===== src/rtl/arbitro_registro_compartido_pkg.sv =====
// Shared definitions for the round-robin shared-register arbiter.
// Holds the FSM state encoding and the default sizing constants.
package arbitro_registro_compartido_pkg;

  localparam int unsigned ANCHO_DEF = 8;
  localparam int unsigned N_REQ_DEF = 4;
  localparam int unsigned ID_W_DEF  = 2;

  // Code 2'd3 is unused and recovers to ST_IDLE.
  typedef enum logic [1:0] {
    ST_IDLE     = 2'd0,
    ST_GRANT    = 2'd1,
    ST_WAIT_REL = 2'd2
  } state_t;

endpackage


===== src/rtl/arbitro_registro_compartido_selector_rr.sv =====
// Combinational round-robin selector: rotate-and-priority-encode.
// Ports:
//   i_req       per-requester request vector
//   i_ptr       index of the last served requester (search starts at i_ptr+1)
//   o_winner_c  first set request found searching i_ptr+1, i_ptr+2, ... mod N_REQ
//   o_any_req_c any request bit set
module selector_rr
  import arbitro_registro_compartido_pkg::*;
#(
  parameter int unsigned N_REQ = N_REQ_DEF,
  parameter int unsigned ID_W  = ID_W_DEF
) (
  input  logic [N_REQ-1:0] i_req,
  input  logic [ID_W-1:0]  i_ptr,
  output logic [ID_W-1:0]  o_winner_c,
  output logic             o_any_req_c
);

  logic              w_found;
  logic [ID_W-1:0]   w_idx;

  // Search order starts just after the last owner, wrapping modulo N_REQ.
  always_comb begin
    o_winner_c  = '0;
    w_found     = 1'b0;
    w_idx       = '0;
    o_any_req_c = |i_req;
    for (int unsigned k = 1; k <= N_REQ; k++) begin
      w_idx = ID_W'((32'(i_ptr) + k) % N_REQ);
      if (!w_found && i_req[w_idx]) begin
        w_found    = 1'b1;
        o_winner_c = w_idx;
      end
    end
  end

endmodule


===== src/rtl/arbitro_registro_compartido.sv =====
// Round-robin arbiter sharing one ANCHO-bit register among N_REQ requesters
// with a 4-phase req/ack handshake.
// Ports:
//   clk      rising-edge clock
//   rst      synchronous active-low reset
//   req      per-requester level request
//   D        flattened requester data, slice i = D[i*ANCHO +: ANCHO]
//   clr      synchronous clear of Q/q_valid (FSM untouched)
//   gnt      one-hot grant
//   ack      one-hot single-cycle load acknowledge
//   Q        shared register
//   owner    index of requester that last wrote Q
//   q_valid  Q holds written data since last reset/clr
module arbitro_registro_compartido
  import arbitro_registro_compartido_pkg::*;
#(
  parameter int unsigned ANCHO = ANCHO_DEF,
  parameter int unsigned N_REQ = N_REQ_DEF,
  parameter int unsigned ID_W  = ID_W_DEF
) (
  input  logic                   clk,
  input  logic                   rst,
  input  logic [N_REQ-1:0]       req,
  input  logic [N_REQ*ANCHO-1:0] D,
  input  logic                   clr,
  output logic [N_REQ-1:0]       gnt,
  output logic [N_REQ-1:0]       ack,
  output logic [ANCHO-1:0]       Q,
  output logic [ID_W-1:0]        owner,
  output logic                   q_valid
);

  state_t            r_state;
  state_t            w_state_nxt;
  logic [ID_W-1:0]   r_ptr,   w_ptr_nxt;
  logic [ID_W-1:0]   r_sel,   w_sel_nxt;
  logic [N_REQ-1:0]  r_gnt,   w_gnt_nxt;
  logic [N_REQ-1:0]  r_ack,   w_ack_nxt;
  logic [ANCHO-1:0]  r_q,     w_q_nxt;
  logic [ID_W-1:0]   r_owner, w_owner_nxt;
  logic              r_q_valid, w_q_valid_nxt;

  logic [ID_W-1:0]   w_winner;
  logic              w_any_req;
  logic [ANCHO-1:0]  w_d_slice [N_REQ];

  // Unflatten requester data for indexed selection.
  for (genvar gi = 0; gi < N_REQ; gi++) begin : g_slice
    assign w_d_slice[gi] = D[gi*ANCHO +: ANCHO];
  end

  selector_rr #(
    .N_REQ (N_REQ),
    .ID_W  (ID_W)
  ) u_selector_rr (
    .i_req       (req),
    .i_ptr       (r_ptr),
    .o_winner_c  (w_winner),
    .o_any_req_c (w_any_req)
  );

  // State and datapath registers.
  always_ff @(posedge clk) begin
    if (!rst) begin
      r_state   <= ST_IDLE;
      r_ptr     <= ID_W'(N_REQ - 1);
      r_sel     <= '0;
      r_gnt     <= '0;
      r_ack     <= '0;
      r_q       <= '0;
      r_owner   <= '0;
      r_q_valid <= 1'b0;
    end else begin
      r_state   <= w_state_nxt;
      r_ptr     <= w_ptr_nxt;
      r_sel     <= w_sel_nxt;
      r_gnt     <= w_gnt_nxt;
      r_ack     <= w_ack_nxt;
      r_q       <= w_q_nxt;
      r_owner   <= w_owner_nxt;
      r_q_valid <= w_q_valid_nxt;
    end
  end

  // Next-state and next-output logic.
  always_comb begin
    w_state_nxt   = r_state;
    w_ptr_nxt     = r_ptr;
    w_sel_nxt     = r_sel;
    w_gnt_nxt     = r_gnt;
    w_ack_nxt     = '0;
    w_q_nxt       = r_q;
    w_owner_nxt   = r_owner;
    w_q_valid_nxt = r_q_valid;

    // Clear applies first so a same-cycle write below overrides it.
    if (clr) begin
      w_q_nxt       = '0;
      w_q_valid_nxt = 1'b0;
    end

    case (r_state)
      ST_IDLE: begin
        w_gnt_nxt = '0;
        if (w_any_req) begin
          w_gnt_nxt   = N_REQ'(1) << w_winner;
          w_sel_nxt   = w_winner;
          w_state_nxt = ST_GRANT;
        end
      end
      ST_GRANT: begin
        if (req[r_sel]) begin
          w_q_nxt       = w_d_slice[r_sel];
          w_owner_nxt   = r_sel;
          w_q_valid_nxt = 1'b1;
          w_ack_nxt     = N_REQ'(1) << r_sel;
          w_state_nxt   = ST_WAIT_REL;
        end else begin
          // Withdrawn before load: ptr stays so priority is not consumed.
          w_gnt_nxt   = '0;
          w_state_nxt = ST_IDLE;
        end
      end
      ST_WAIT_REL: begin
        if (!req[r_sel]) begin
          w_gnt_nxt   = '0;
          w_ptr_nxt   = r_sel;
          w_state_nxt = ST_IDLE;
        end
      end
      default: begin
        w_gnt_nxt   = '0;
        w_state_nxt = ST_IDLE;
      end
    endcase
  end

  assign gnt     = r_gnt;
  assign ack     = r_ack;
  assign Q       = r_q;
  assign owner   = r_owner;
  assign q_valid = r_q_valid;

endmodule

===== config.mk =====
export PLATFORM = sky130hd
export DESIGN_NAME = arbitro_registro_compartido
export DESIGN_NICKNAME = d
export VERILOG_FILES = /design/src/rtl/arbitro_registro_compartido_pkg.sv /design/src/rtl/arbitro_registro_compartido_selector_rr.sv /design/src/rtl/arbitro_registro_compartido.sv
export SDC_FILE = /design/constraint.sdc
export NUM_CORES = 1
export LEC_CHECK = 0
export BUFFER_PORTS_ARGS = -buffer_cell sky130_fd_sc_hd__clkbuf_2
export CAP_MARGIN = 20
export CORE_ASPECT_RATIO = 1.5
export CORE_MARGIN = 1.5
export CORE_UTILIZATION = 45
export DETAILED_ROUTE_END_ITERATION = 16
export PLACE_DENSITY_LB_ADDON = 0.2
export SYNTH_ARGS = -nofsm -noshare
export SYNTH_HDL_FRONTEND = slang
export SYNTH_SLANG_ARGS = --single-unit
export TNS_END_PERCENT = 50

===== constraint.sdc =====
create_clock -name clk -period 1.9 [get_ports clk]
set_input_delay 0.38 -clock clk [delete_from_list [all_inputs] [get_ports clk]]
set_output_delay 0.38 -clock clk [all_outputs]
set_load 0.1 [all_outputs]

==> results of run 1 <==
placed cells by master (no fill, tap or decap), types with 2 or more instances in the layout:
cell                       count
sky130_fd_sc_hd__ha_1          3
sky130_fd_sc_hd__dfxtp_1      25
sky130_fd_sc_hd__buf_4         4
sky130_fd_sc_hd__o32ai_1       2
sky130_fd_sc_hd__nor2_1        7
sky130_fd_sc_hd__nor2b_1       5
sky130_fd_sc_hd__a41o_1        2
sky130_fd_sc_hd__nor3b_1       2
sky130_fd_sc_hd__inv_1         4
sky130_fd_sc_hd__nor3_1        2
sky130_fd_sc_hd__a21oi_1      13
sky130_fd_sc_hd__mux2i_1       3
sky130_fd_sc_hd__nand2_1      20
sky130_fd_sc_hd__clkbuf_2     57
sky130_fd_sc_hd__nand2b_1      2
sky130_fd_sc_hd__nand3b_1      8
sky130_fd_sc_hd__clkbuf_8      3
sky130_fd_sc_hd__mux4_2        7
sky130_fd_sc_hd__o21ai_0       4
sky130_fd_sc_hd__mux4_1        2
sky130_fd_sc_hd__nand3_1       2
worst register-to-register path, delay by kind of cell (launching register included):
| kind | cells | cell delay (ps) |
|---|---|---|
| AND/OR/NAND/NOR | 2 | 380 |
| flip-flops | 1 | 400 |
| AO/OA/AOI/OAI | 1 | 100 |
| multiplexers | 1 | 630 |
cell type report:
class                           count  area, um2
Clock buffer                        3       41.3
Clock inverter                      1       5.00
Fill cell                         241       1060
Inverter                            4       15.0
Multi-Input combinational cell     97        749
Sequential cell                    25        500
Tap cell                           37       46.3
Timing Repair Buffer               61        315
worst max-delay path by stage:
stage / startpoint / end / slack [ps] / cells after the start
after floorplan: r_sel[1] / owner[0] / 350 / 6
after global placement: req[1] / r_state[1] / 250 / 5
after detailed placement: req[3] / r_state[1] / 210 / 5
after CTS: r_sel[1] / r_state[1] / 280 / 4
after global routing: r_sel[1] / r_state[1] / 190 / 4
final: r_sel[1] / r_state[1] / 280 / 4
layer usage:
layer	wire [um]	vias to the layer above	GRT usage [%]
li1	-	598	-
met4	127	0	13.3
met5	0	-	0
met2	1810	34	36.8
met3	94	11	2.08
met1	1070	560	19.0
through the flow:
stage	instance area (um2)	worst slack, ps
5_1_grt	1670	192
3_5_place_dp	1630	208
6_report	1670	277
2_1_floorplan	1320	347
3_3_place_gp	1630	252
4_1_cts	1670	281
registers in the layout (all words and copies together) (netlist names):
| name | count |
|---|---|
| Q | 8 |
| ack | 4 |
| gnt | 4 |
| owner | 2 |
| r_ptr | 2 |
| r_sel | 2 |
| r_state | 2 |
| q_valid | 1 |
power groups by stage:
stage | combinational (W) | clock [W] | sequential [W]
after floorplan | 0.000211 | 0 | 0.000736
after detailed placement | 0.000453 | 0 | 0.000589
after CTS | 0.000455 | 0.000329 | 0.000577
after global routing | 0.000482 | 0.000343 | 0.000581
final | 0.000451 | 0.000319 | 0.000577
after global placement | 0.000444 | 0 | 0.000587
cells by family (layout without fill, tap and decap cells):
family | count (synthesis) | in the layout | share of synthesized area, %
simple gates | 58 | 58 | 24.4
flops | 25 | 25 | 37.8
compound gates | 24 | 24 | 11.3
mux | 12 | 12 | 18.2
buf+inv | 12 | 69 | 5.49
fa+ha+maj | 3 | 3 | 2.84
==> results.txt, run 1 <==
----------------------------------------------------
[Worst setup path]
  Maximum fanout encountered on the critical timing path ... 12
  Reg-to-Reg Start ... r_sel[1]
  Arrival time of the worst setup path ... roughly 1800 ps
  Worst-path cell with the longest stage delay ... sky130_fd_sc_hd__mux4_2
  CP endpoint kind ... flop
  Dominant delay contributor by cell family on the critical path ... multiplexers
  Worst path bufs/invs ... 0
  Worst reg2reg endpoint ... r_state[1]
  Largest stage delay, worst path ... between 600 and 700 ps
  R2r worst-path depth ... 4
  Type of the worst setup path ... flop to flop
  Cell chain of the critical path ... mux4_2 > and2_4 > nand2_1 > o21ai_0
  Startpoint types ... flop
  R2R setup slack ... 280 ps
  Data required time at the worst endpoint ... between 2000 and 2500 ps

[Placed design]
  Count of buffers from port buffering ... between 50 and 60
  Final GP Congestion ... between 0.8 and 0.9
  Detailed-placement wirelength estimate ... about 2500 um
  Total placed cells including tap cells ... between 200 and 250

[GRT]
  Largest net degree at the start of global routing ... 16
  Number of antenna violations at the first check in global routing ... 0
  GRT overflow ... 0
  Wire length of the first global-routing pass ... about 5000 um
  Via count of the first global-routing pass ... 1,199
  Tot GR Track Use ... 20.3%

[Die]
  Site Rows ... 23
  Initial Utilization ... around 48%
  Overall die area ... 3280 um2
  Area of the core ... 2730 um2
  Top-Level Pins ... 58
  Floorplan die height ... roughly 69 um
  Width of the chip ... 47.3 um

[Layout]
  Final cell utilization of the core ... between 60% and 70%
  Fraction of layout cells with a size suffix above 1 ... between 40% and 50%
  NumNets Final ... around 230
  # diodes ... 0
  Synthesis-to-layout area growth ... 26.5%
  Non-filler cells in the finished layout ... approximately 230

[Timing]
  Hold slack final ... roughly 400 ps
  Setup violations, final ... 0
  Setup repair after global routing missed its margin ... false
  Final Cycle Share ... 85.4%
  Final hold violations ... 0
  Max frequency ... 0.616 GHz
  Worst Skew ... roughly 3.2 ps
  Number of pins exceeding their max-slew limit in the final report ... 0
  Worst slew margin ... about 63%
  Transition time of the tightest slew-check pin ... approximately 560 ps
  Post-layout minimum cycle time ... 1620 ps
  Summed negative setup slack over all endpoints ... 0 ps

[Route]
  Length of the first detailed-routing pass in iterations ... 4
  Number of remaining DRC errors ... 0
  Routed length per instance ... 13.6 um
  Ratio of routed vias to standard cells ... around 5.3
  Detailed-route via count ... roughly 1,200
  Iter 0 DRT Violations ... 28
  Total detailed-routing wirelength ... 3110 um
  Routed Antenna Nets ... 0

[Synth]
  Cell types with the highest counts after synthesis ... 25 x sky130_fd_sc_hd__dfxtp_1, 20 x sky130_fd_sc_hd__nand2_1, 13 x sky130_fd_sc_hd__a21oi_1
  Number of enable flip-flop cells after synthesis ... 0
  Synth async-reset ratio ... 0%
  Cell type with the largest total area after synthesis ... sky130_fd_sc_hd__dfxtp_1
  Synthesized instance count ... 134
  Part of the Yosys area used for sequential elements ... 37.8%
  Total of warnings raised by yosys ... 0
  Flip-flop and latch count after synthesis ... 25
  Most common cell in the synthesized netlist ... sky130_fd_sc_hd__dfxtp_1
  Top_reg_cell synth ... sky130_fd_sc_hd__dfxtp_1
  Netlist area before placement ... 1320 um2
  Mean instance size in the synthesized netlist ... about 9.9 um2
  Top area cells in the synthesized netlist ... sky130_fd_sc_hd__dfxtp_1 38%, sky130_fd_sc_hd__mux4_2 12%, sky130_fd_sc_hd__nand2_1 5.7%, sky130_fd_sc_hd__a21oi_1 4.9%, sky130_fd_sc_hd__nand3b_1 4.5%
  Yosys top cell area share ... around 38%
  Number of distinct library cells after synthesis ... 34
  Number of nets produced by synthesis ... 176

[Clock network]
  CTS clock-pin slew for the worst setup and hold paths ... about 90 ps
  CTS-repair resized insts ... 0
  Insertion delay to the later sink of the worst-skew pair ... between 200 and 300 ps
  Cts bufs inserted ... 3
  Level count of the clock H-tree ... 1
  Buffer cell driving the clock tree root ... sky130_fd_sc_hd__clkbuf_8
  Maximum count of clock buffers along a single path ... 2
  Number of buffers added for setup after CTS ... 0
  CTS tree ... done
  Hold buffer count at CTS ... 0
  Clock tree sinks ... 25

[Run status]
  Outcome ... finished clean

[Power]
  Switch Pwr ... just under 0.0005 W
  Areal power density over the cells ... ~800 nW/um2
  Largest vdd supply drop ... 0.000530 V
  Combinational Power Share ... between 30 and 40%
  Internal cell power ... 0.000857 W
  Switching Fraction ... approximately 36%
  Leak ... 0.769 nW
  Share of power burned in registers ... ~43%
  Share of total power in the clock network ... a little under a quarter
  Final Power ... 0.00135 W

[Worst hold path]
  Worst hold path endpoint ... r_ptr[1]
  Worst hold start ... rst
  Class of the most critical hold timing path ... primary input to flop
  Worst Hold Depth ... 2

[Job]
  Number of maximum-capacitance violations ... 0

----------------------------------------------------
Power figures use the tool's default switching activity.
==> run 2: changes to the inputs <==
--- a/config.mk
+++ b/config.mk
@@ -5,12 +5,13 @@
 export SDC_FILE = /design/constraint.sdc
 export NUM_CORES = 1
 export LEC_CHECK = 0
-export BUFFER_PORTS_ARGS = -buffer_cell sky130_fd_sc_hd__clkbuf_2
 export CAP_MARGIN = 20
 export CORE_ASPECT_RATIO = 1.5
 export CORE_MARGIN = 1.5
 export CORE_UTILIZATION = 45
 export DETAILED_ROUTE_END_ITERATION = 16
+export DONT_BUFFER_PORTS = 1
+export GPL_ROUTABILITY_DRIVEN = 0
 export PLACE_DENSITY_LB_ADDON = 0.2
 export SYNTH_ARGS = -nofsm -noshare
 export SYNTH_HDL_FRONTEND = slang
==> results.txt, run 2 (same netlist as run 1, synthesis figures left out) <==
----------------------------------------------------
[Clock network]
  Insertion delay to the later sink of the worst-skew pair ... 270 ps (about the same)
  Buffer cell driving the clock tree root ... sky130_fd_sc_hd__clkbuf_8 (unchanged)
  Clock tree sinks ... 25 (unchanged)
  CTS tree ... done (unchanged)
  CTS-repair resized insts ... 0 (unchanged)
  Number of buffers added for setup after CTS ... 0 (unchanged)
  Cts bufs inserted ... 3 (unchanged)
  Level count of the clock H-tree ... 1 (unchanged)
  CTS clock-pin slew for the worst setup and hold paths ... 90 ps (about the same)
  Maximum count of clock buffers along a single path ... 2 (unchanged)
  Hold buffer count at CTS ... 0 (unchanged)

[Route]
  Iter 0 DRT Violations ... 18 (was 28)
  Met2 routed wirelength ... 1750 um (was 1810 um)
  Total detailed-routing wirelength ... 3020 um (was 3110 um)
  Detailed-route via count ... 1,063 (was 1,203)
  Highest metal layer used by the detailed router ... met4 (unchanged)
  Routed length per instance ... 16.0 um (was 13.6 um)
  Routed Antenna Nets ... 0 (unchanged)
  Ratio of routed vias to standard cells ... 5.62 (was 5.28)
  Number of remaining DRC errors ... 0 (unchanged)
  Met3 WL post-DR ... 171 um (was 94 um)
  Length of the first detailed-routing pass in iterations ... 6 (was 4)
  WL met1 ... 1020 um (was 1070 um)

[Worst hold path]
  Worst Hold Depth ... 1 (was 2)
  Class of the most critical hold timing path ... primary input to flop (unchanged)

[Die]
  Overall die area ... 3280 um2 (unchanged)
  Initial Utilization ... 48.4% (unchanged)
  Area of the core ... 2730 um2 (unchanged)
  Site Rows ... 23 (unchanged)
  Floorplan die height ... 69.4 um (unchanged)
  Top-Level Pins ... 58 (unchanged)
  Width of the chip ... 47.3 um (unchanged)

[Power]
  Areal power density over the cells ... 862 nW/um2 (was 805 nW/um2)
  Switch Pwr ... 0.000471 W (was 0.000489 W)
  Leak ... 0.618 nW (was 0.769 nW)
  Share of power burned in registers ... 43.8% (was 42.8%)
  Share of total power in the clock network ... 24.6% (was 23.7%)
  Switching Fraction ... 35.8% (was 36.3%)
  Internal cell power ... 0.000844 W (was 0.000857 W)
  Largest vdd supply drop ... 0.000499 V (was 0.000530 V)
  Combinational Power Share ... 31.6% (was 33.5%)

[Worst setup path]
  Type of the worst setup path ... flop to flop (unchanged)
  CP endpoint kind ... flop (unchanged)
  Maximum fanout encountered on the critical timing path ... 12 (unchanged)
  Data required time at the worst endpoint ... 2070 ps (was 2060 ps)
  Startpoint types ... flop (unchanged)
  R2r worst-path depth ... 4 (unchanged)
  Arrival time of the worst setup path ... 1730 ps (was 1790 ps)

[Layout]
  Most frequent cells in the layout ... 25 x sky130_fd_sc_hd__dfxtp_1, 22 x sky130_fd_sc_hd__buf_4, 20 x sky130_fd_sc_hd__nand2_1 (was 57 x sky130_fd_sc_hd__clkbuf_2, 25 x sky130_fd_sc_hd__dfxtp_1, 20 x sky130_fd_sc_hd__nand2_1)
  Synthesis-to-layout area growth ... 15.3% (was 26.5%)
  Fill cell instance count of the final layout ... 259 (was 241)
  # diodes ... 0 (unchanged)
  NumNets Final ... 195 (was 234)
  Fraction of layout cells with a size suffix above 1 ... 25.7% (was 40.8%)
  Summed area of non-filler cells in the final layout ... 1530 um2 (was 1670 um2)
  Number of flip-flops under the largest register name ... 8 (unchanged)
  Most common library cell in the layout ignoring fill and taps ... sky130_fd_sc_hd__dfxtp_1 (was sky130_fd_sc_hd__clkbuf_2)

[Timing]
  Number of pins exceeding their max-slew limit in the final report ... 0 (unchanged)
  Summed negative setup slack over all endpoints ... 0 ps (unchanged)
  Transition time of the tightest slew-check pin ... 605 ps (was 556 ps)
  Setup repair after global routing missed its margin ... false (unchanged)
  Final hold violations ... 0 (unchanged)
  Max frequency ... 0.638 GHz (was 0.616 GHz)
  Worst slew margin ... 59.3% (was 63.1%)
  Worst Skew ... 4.53 ps (was 3.17 ps)
  Final Cycle Share ... 82.5% (was 85.4%)
  Setup violations, final ... 0 (unchanged)
  Post-layout minimum cycle time ... 1570 ps (was 1620 ps)

[Placed design]
  Count of buffers from port buffering ... 0 (was 57)
  Instance area at placement ... 1480 um2 (was 1630 um2)
  Detailed-placement wirelength estimate ... 2440 um (was 2550 um)

[GRT]
  GRT overflow ... 0 (unchanged)
  Wire length of the first global-routing pass ... 4730 um (was 4890 um)
  Largest net degree at the start of global routing ... 16 (unchanged)
  Via count of the first global-routing pass ... 1,072 (was 1,199)
  Number of antenna violations at the first check in global routing ... 0 (unchanged)
  Tot GR Track Use ... 19.6% (was 20.3%)

[Job]
  Number of maximum-capacitance violations ... 0 (unchanged)

[Run status]
  Outcome ... finished clean (unchanged)

----------------------------------------------------
## run 2: final timing paths
check | startpoint | endpoint | slack (ps)
worst min-delay path | rst | r_ptr[1] | 170
worst min register to register | owner[1] | owner[1] | 470
worst max-delay path | r_sel[1] | r_state[1] | 330
worst max register to register | r_sel[1] | r_state[1] | 330
## run 2: area by class of cell
type                            count  area, um2  area share, %
Sequential cell                    25        500           32.8
Timing Repair Buffer               22        165           10.8
Multi-Input combinational cell     97        749           49.1
Clock buffer                        3       41.3           2.71
Tap cell                           37       46.3           3.04
Inverter                            4       15.0          0.984
Clock inverter                      1       7.51          0.492
## run 2: metrics by stage
stage          total power, W  util [%]  worst slack, ps  hold WS (ps)  instances
5_1_grt               0.00138      55.8              245           154        189
3_3_place_gp         0.000997      54.0              302           445        185
6_report              0.00131      55.8              333           165        189
4_1_cts               0.00133      55.8              324           161        189
3_5_place_dp          0.00101      54.0              237           451        185
2_1_floorplan        0.000947         -              347           466        134
## run 2: worst max-delay path: stages, from the launching register on
cell and delay (ps):
sky130_fd_sc_hd__dfxtp_1 360, sky130_fd_sc_hd__mux4_2 620, sky130_fd_sc_hd__and2_4 250, sky130_fd_sc_hd__nand2_1 130, sky130_fd_sc_hd__o21ai_0 100
## run 2: routing by layer
layer  vias to the layer above  track usage [%]
met1                       491             19.2
li1                        520                -
met2                        44             34.7
met3                         8             3.39
met4                         0             11.7
met5                         -                0
## run 2: power by group through the flow
stage / Sequential [W] / Combinational (W) / Clock, W
detailed placement: 0.000589 / 0.000419 / 0
global placement: 0.000588 / 0.000410 / 0
CTS: 0.000576 / 0.000419 / 0.000335
finish: 0.000576 / 0.000416 / 0.000323
floorplan: 0.000736 / 0.000211 / 0
global route: 0.000581 / 0.000442 / 0.000357
